### src/rtl/alarm_scheduler.sv
// Multi-slot alarm controller: per-second BCD compare against N_SLOT programmable alarms,
// lowest-index arbitration, and a ring / snooze / timeout sequencer for the shared ring output.
module alarm_scheduler #(
  parameter int unsigned N_SLOT     = 4,
  parameter int unsigned RING_SEC   = 60,
  parameter int unsigned SNOOZE_SEC = 300,
  parameter int unsigned MAX_SNOOZE = 3
) (
  input  logic              clk_sys,
  input  logic              rst,
  input  logic              sec_tick,
  input  logic [19:0]       cur_time,
  input  logic              cfg_we,
  input  logic [1:0]        cfg_slot,
  input  logic [19:0]       cfg_time,
  input  logic              cfg_en,
  input  logic              snooze_req,
  input  logic              stop_req,
  input  logic [1:0]        rd_slot,
  output logic [19:0]       rd_time,
  output logic [N_SLOT-1:0] slot_en,
  output logic              ring,
  output logic [1:0]        ring_slot,
  output logic              snoozing,
  output logic [N_SLOT-1:0] pending
);

  localparam int unsigned CntW = $clog2(SNOOZE_SEC + 1);
  localparam int unsigned SnzW = $clog2(MAX_SNOOZE + 1);
  localparam logic [CntW-1:0] RingTc   = CntW'(RING_SEC);
  localparam logic [CntW-1:0] SnoozeTc = CntW'(SNOOZE_SEC);
  localparam logic [SnzW-1:0] SnzMax   = SnzW'(MAX_SNOOZE);

  typedef enum logic [1:0] {StIdle, StRing, StSnooze} state_e;

  state_e            state_q;
  logic [19:0]       time_q [N_SLOT];
  logic [N_SLOT-1:0] slot_en_q;
  logic [N_SLOT-1:0] pending_q;
  logic [N_SLOT-1:0] pending_d;
  logic [N_SLOT-1:0] hit;
  logic [1:0]        ring_slot_q;
  logic [1:0]        low_idx;
  logic [CntW-1:0]   cnt_q;
  logic [CntW-1:0]   cnt_inc;
  logic [CntW-1:0]   cnt_sat;
  logic [SnzW-1:0]   snz_q;
  logic              active;
  logic              cfg_cancel;

  assign active     = (state_q != StIdle);
  assign cfg_cancel = cfg_we && active && (cfg_slot == ring_slot_q);
  assign cnt_inc    = cnt_q + CntW'(1);
  assign cnt_sat    = (cnt_q == '1) ? cnt_q : cnt_inc;

  always_comb begin
    hit = '0;
    for (int i = 0; i < int'(N_SLOT); i++) begin
      if (sec_tick && slot_en_q[i] && (time_q[i] == cur_time)) hit[i] = 1'b1;
    end
    // The slot being serviced must not re-queue itself while it rings or snoozes.
    if (active) hit[ring_slot_q] = 1'b0;
  end

  always_comb begin
    low_idx = '0;
    for (int i = int'(N_SLOT) - 1; i >= 0; i--) begin
      if (pending_q[i]) low_idx = 2'(i);
    end
  end

  always_comb begin
    pending_d = pending_q;
    if (cfg_we) pending_d[cfg_slot] = 1'b0;
    if (!active && (pending_q != '0)) pending_d[low_idx] = 1'b0;
    pending_d = pending_d | hit;
  end

  always_ff @(posedge clk_sys) begin
    if (rst) begin
      state_q     <= StIdle;
      for (int i = 0; i < int'(N_SLOT); i++) time_q[i] <= '0;
      slot_en_q   <= '0;
      pending_q   <= '0;
      ring_slot_q <= '0;
      cnt_q       <= '0;
      snz_q       <= '0;
    end else begin
      if (cfg_we) begin
        time_q[cfg_slot]    <= cfg_time;
        slot_en_q[cfg_slot] <= cfg_en;
      end
      pending_q <= pending_d;

      unique case (state_q)
        StIdle: begin
          if (pending_q != '0) begin
            state_q     <= StRing;
            ring_slot_q <= low_idx;
            cnt_q       <= '0;
            snz_q       <= '0;
          end
        end
        StRing: begin
          // Priority: stop / cancel, then snooze, then the second-based timeout.
          if (stop_req || cfg_cancel) begin
            state_q <= StIdle;
          end else if (snooze_req) begin
            if (snz_q < SnzMax) begin
              state_q <= StSnooze;
              snz_q   <= snz_q + SnzW'(1);
              cnt_q   <= '0;
            end else begin
              state_q <= StIdle;
            end
          end else if (sec_tick) begin
            if (cnt_inc == RingTc) state_q <= StIdle;
            else                   cnt_q   <= cnt_sat;
          end
        end
        StSnooze: begin
          if (stop_req || cfg_cancel) begin
            state_q <= StIdle;
          end else if (sec_tick) begin
            if (cnt_inc == SnoozeTc) begin
              state_q <= StRing;
              cnt_q   <= '0;
            end else begin
              cnt_q <= cnt_sat;
            end
          end
        end
        default: state_q <= StIdle;
      endcase
    end
  end

  assign rd_time   = time_q[rd_slot];
  assign slot_en   = slot_en_q;
  assign ring      = (state_q == StRing);
  assign snoozing  = (state_q == StSnooze);
  assign ring_slot = ring_slot_q;
  assign pending   = pending_q;

endmodule
### config.mk
export PLATFORM = sky130hd
export DESIGN_NAME = alarm_scheduler
export DESIGN_NICKNAME = d
export VERILOG_FILES = /design/src/rtl/alarm_scheduler.sv
export SDC_FILE = /design/constraint.sdc
export NUM_CORES = 1
export LEC_CHECK = 0
export BUFFER_PORTS_ARGS = -buffer_cell sky130_fd_sc_hd__buf_4
export CORE_MARGIN = 2
export CORE_UTILIZATION = 50
export CTS_BUF_LIST = sky130_fd_sc_hd__clkbuf_4
export CTS_CLUSTER_SIZE = 30
export DETAILED_ROUTE_END_ITERATION = 6
export PLACE_DENSITY = 0.75
export SYNTH_ARGS = -nofsm -noshare
export SYNTH_HDL_FRONTEND = slang
export SYNTH_SLANG_ARGS = --single-unit
### constraint.sdc
create_clock -name clk_sys -period 5.6 [get_ports clk_sys]
set_input_delay 1.12 -clock clk_sys [delete_from_list [all_inputs] [get_ports clk_sys]]
set_output_delay 1.12 -clock clk_sys [all_outputs]
set_load 0.01 [all_outputs]
# Word level (Yosys, flattened, before mapping)
# Memories as Yosys holds them, arrays and structs flattened.
# Cells that the tools add are included.
[op_classes]
add_sub_neg = 2
n_mul = 0
div_mod_pow = 0
order_cmp = 7
eq_ne = 23
n_shift = 0
n_mux = 52
bitwise_logic = 7
reduce_logical = 26
[ops]
columns = ["cell", "n"]
rows = [
  ["9-bit two-way mux", 10],
  ["20-bit equality test", 4],
  ["2-bit two-way mux", 18],
  ["9-bit case mux with 3 select lines", 1],
  ["20-bit two-way mux", 1],
  ["20-bit OR reduction", 1],
  ["9-bit equality test (second input constant)", 2],
  ["1-bit logical AND", 14],
  ["1-bit two-way mux", 13],
  ["4-bit bitwise AND", 3],
  ["4-bit two-way mux", 3],
  ["4-bit inverter", 3],
  ["2-bit inequality test (second input constant)", 5],
  ["5-bit AND reduction", 2],
  ["9-bit by 1-bit adder with 9-bit output (second input constant)", 1],
  ["9-bit by 6-bit equality test with 1-bit output (second input constant)", 1],
  ["2-bit by 3-bit < comparator with 1-bit output (second input constant)", 3],
  ["8-bit AND reduction", 1],
  ["1-bit demux with 2-bit select", 3],
  ["2-bit by 1-bit >= comparator with 1-bit output (second input constant)", 3],
  ["3-bit by 2-bit inequality test with 1-bit output (second input constant)", 2],
  ["3-bit inequality test (second input constant)", 2],
  ["2-bit case mux with 3 select lines", 1],
  ["4-bit bitwise mux", 1],
  ["other kinds (18)", 19],
]
[word_totals]
regBits = 23
latch_bits = 0
ramBits = 80
romBits = 0
input_bits = 51
out_inout_bits = 32
wordCells = 124
memories = 1
[mem_list]
columns = ["name", "words", "word_bits", "read_ports", "rd_ports_with_merged_regs", "wr", "line_no", "text"]
rows = [
  ["time_q", 4, 20, 5, 0, 4, "37", "logic [19:0] time_q [N_SLOT];"],
]

# Depth between registers and ports, before layout
[depth]
depth_word = 12
depth_mapped = 11
depth_no_buf = 10

# Worst setup path before layout
# Ideal clock, no wire load.
[synth_timing]
path_kind = "input to output"
startpoint = "input rd_slot[0]"
endpoint = "output rd_time[0]"
arrival_time_ns = 2.239
t_required_ns = 4.480
setup_slack_ns = 2.241
cell_stages = 2
path_buffers = 1
path_cell_list = "clkbuf_1 mux4_2"
[synth_via]
elab_chain_cells = 1
[synth_lines]
columns = ["element", "line_no", "text"]
rows = [
  ["start: declaration", "19", "input logic [1:0] rd_slot,"],
  ["memory read 4 x 20 bit", "--", ""],
  ["end: declaration", "20", "output logic [19:0] rd_time,"],
]
# No other way between the ends.

# Worst setup path in the final report
[layout_timing]
startpoint = "input rd_slot[0]"
endpoint = "output rd_time[17]"
# Same word-level chain as after synthesis.

==> impl_results.md <==
* Status: finished, final reports clean
* Max Fclk at 0.297 GHz
* Clock Latency Late Sink at 0.47 ns
* Reg-to-Reg End: cnt_q[1]
* Cell Count, Final, Fillers Out at 736
* Fin. max-slew vios at 0
* Ant. Diodes at 0
* Largest net degree at the start of global routing at 25
* Number of synthesized flops with an enable pin at 80
* Area Growth Syn to Fin at 14.3%
* Post-synthesis cell type count at 49
* # setup viols final at 0
* Slew at the pin with the worst max-slew slack at 1.17 ns
* Max Buffers Root-to-Sink at 2
* Top FF cell, synth: edfxtp_1
* Crit path DAT at 2.24 ns
* R2R cell count at 9
* Drc violations at 0
* TritonRoute pass-1 iters at 6
* Nets@finish at 648
* Final core area utilization at 58.3%
* Hold_buf cts at 0
* Hold depth at 2
* HPWL Detailed at 10900 um
* Final setup TNS at 0 ns
* RSZ-0062 raised after global routing: no
* Min-Delay Endpoint: snz_q[1]
* CTS tree: yes
* Fraction of layout cells with a size suffix above 1 at 22.3%
* # clock sinks at 103
* Slew headroom at 21.9%
* Reg2reg setup slack at 2.86 ns
* I/O pin total at 83
* Pwr Density at 233 mW/mm^2
* Die area at 0.0124 sq mm
* CP max FO at 20
* Initial DRC count at 392
* Final Cycle Share at 60.1%
* Max Cap Viol at 0
* Vias post-DR at 4412
* Lkg Pwr at 2.68 nW
* DP Cell Count at 720
* H-tree depth at 3
* Die H at 111 um
* Yosys reg bits at 103
* Sequential area share after synthesis at 49.6%
* Worst Skew at 0.0166 ns
* Synthesized cell area at 0.00577 sq mm
* Maximum vdd drop at 0.212 mV
* RR Startpoint: state_q[0]
* Final Hold Viols at 0
* Die X-Extent at 111 um
* Worst-path clk slew at 0.15 ns
* Fin crit period at 3.36 ns
* Post-CTS sizing at 0
* Async S/R FF share, synth at 0%
* CTS root buf: clkbuf_4
* YS warnings at 0
* Avg WL per Cell at 20.5 um
* Total Wirelength at 15100 um
* Commonest non-fill, non-tap cell in the layout: buf_4
* Gpl congestion at 0.931
* Initial core utilization at 51.0%
* Core Region at 0.0113 sq mm
* Hold Crit Class: register to register
* Total grt overflow at 0
* Post-route ant nets at 0
* Post-CTS Setup Inserts at 0
* Finished Cell Area at 0.00660 sq mm
* Most frequent cells in the layout: 84 x buf_4, 80 x edfxtp_1, 78 x nor2_1
* Req. time, crit path at 4.48 ns
* Avg Vias per Cell at 5.99
* Setup CP Type: primary input to output pin
* Min-delay src: snz_q[1]
* TritonCTS Buffers at 9
* Syn_nets at 575
* Row cnt at 39
* Syn_area_per_cell at 11.2 sq um
* Antenna violations before repair at 0
* Worst hold slack at 0.485 ns
* Vias in the first global route at 4384
* Gr usage total at 24.5%
* First-pass GRT wire length at 23400 um
* Post-Syn Instances at 515
* CP endpoint kind: output pin
* CP startpoint kind: primary input
* Dpl cell area at 0.00647 sq mm
* Port bufs at 82
## metal layers
metal	vias to the layer above	routed length, um	GRT usage (%)
met2	238	7590	42.0
li1	1996	-	-
met1	2148	5850	30.8
met5	-	0	0
met3	30	1320	5.93
met4	0	337	8.23
## layout make-up
class	instances	area [sq um]
repair buffers	84	631
inverters	28	105
multi-input cells	362	2700
clock buffers	10	75.1
flip-flops and latches	103	2860
clock inverters	6	45.0
fillers	977	4730
well taps	143	179
## cells in the mapped netlist (all sizes together), types with 4 or more instances
cell type	n	share of area [%]
a21oi	11	0.95
a31oi	4	0.54
a32oi	8	1.2
and3	10	1.2
buf	5	0.74
clkbuf	17	1.1
dfxtp	23	8.0
edfxtp	80	42
ha	9	2.0
inv	28	1.8
mux2i	6	1.0
mux4	20	7.8
nand2	35	2.3
nand2b	6	0.78
nand3	12	1.0
nand4	9	0.98
nor2	78	5.1
nor2b	8	0.87
nor4	16	1.7
o21ai	14	1.3
o41ai	6	1.7
xnor2	8	1.2
xor2	75	11
## critical path, stage by stage
cell and delay [ns]:
buf_4 0.36, mux4_2 0.59, buf_4 0.16
## kinds of logic after synthesis
kind of cell / count (synthesis) / synth area share [%]
mux: 27 / 9.04
xor+xnor: 83 / 12.6
flops: 103 / 49.6
simple gates: 188 / 15.8
fa+ha+maj: 9 / 1.95
buf+inv: 50 / 3.66
compound gates: 55 / 7.39
## registers in the layout, indices dropped and copies added, names as in the netlist
signal     flops
slot_en        4
cnt_q          9
snz_q          2
ring_slot      2
pending        4
time_q        80
state_q        2
## worst max path at each step
stage / start / endpoint / slack (ns)
floorplan: rd_slot[0] / rd_time[0] / 2.24
global placement: cfg_slot[1] / time_q[1][1] / 2.06
detailed placement: cfg_slot[1] / time_q[1][1] / 2.06
CTS: rd_slot[0] / rd_time[17] / 2.21
global route: rd_slot[0] / rd_time[17] / 2.18
finish: rd_slot[0] / rd_time[17] / 2.24
## power breakdown
group	switching [mW]	leakage, nW	internal, mW
registers	0.0352	0.973	0.873
clock network	0.261	0.0663	0.0999
logic	0.149	1.64	0.120
## stage by stage
step           worst slack [ns]  total power, mW
6_report                   2.24             1.54
5_1_grt                    2.18             1.59
4_1_cts                    2.21             1.54
3_5_place_dp               2.06             1.19
3_3_place_gp               2.06             1.19
2_1_floorplan              2.24             1.06
Power figures use the tool's default switching activity.
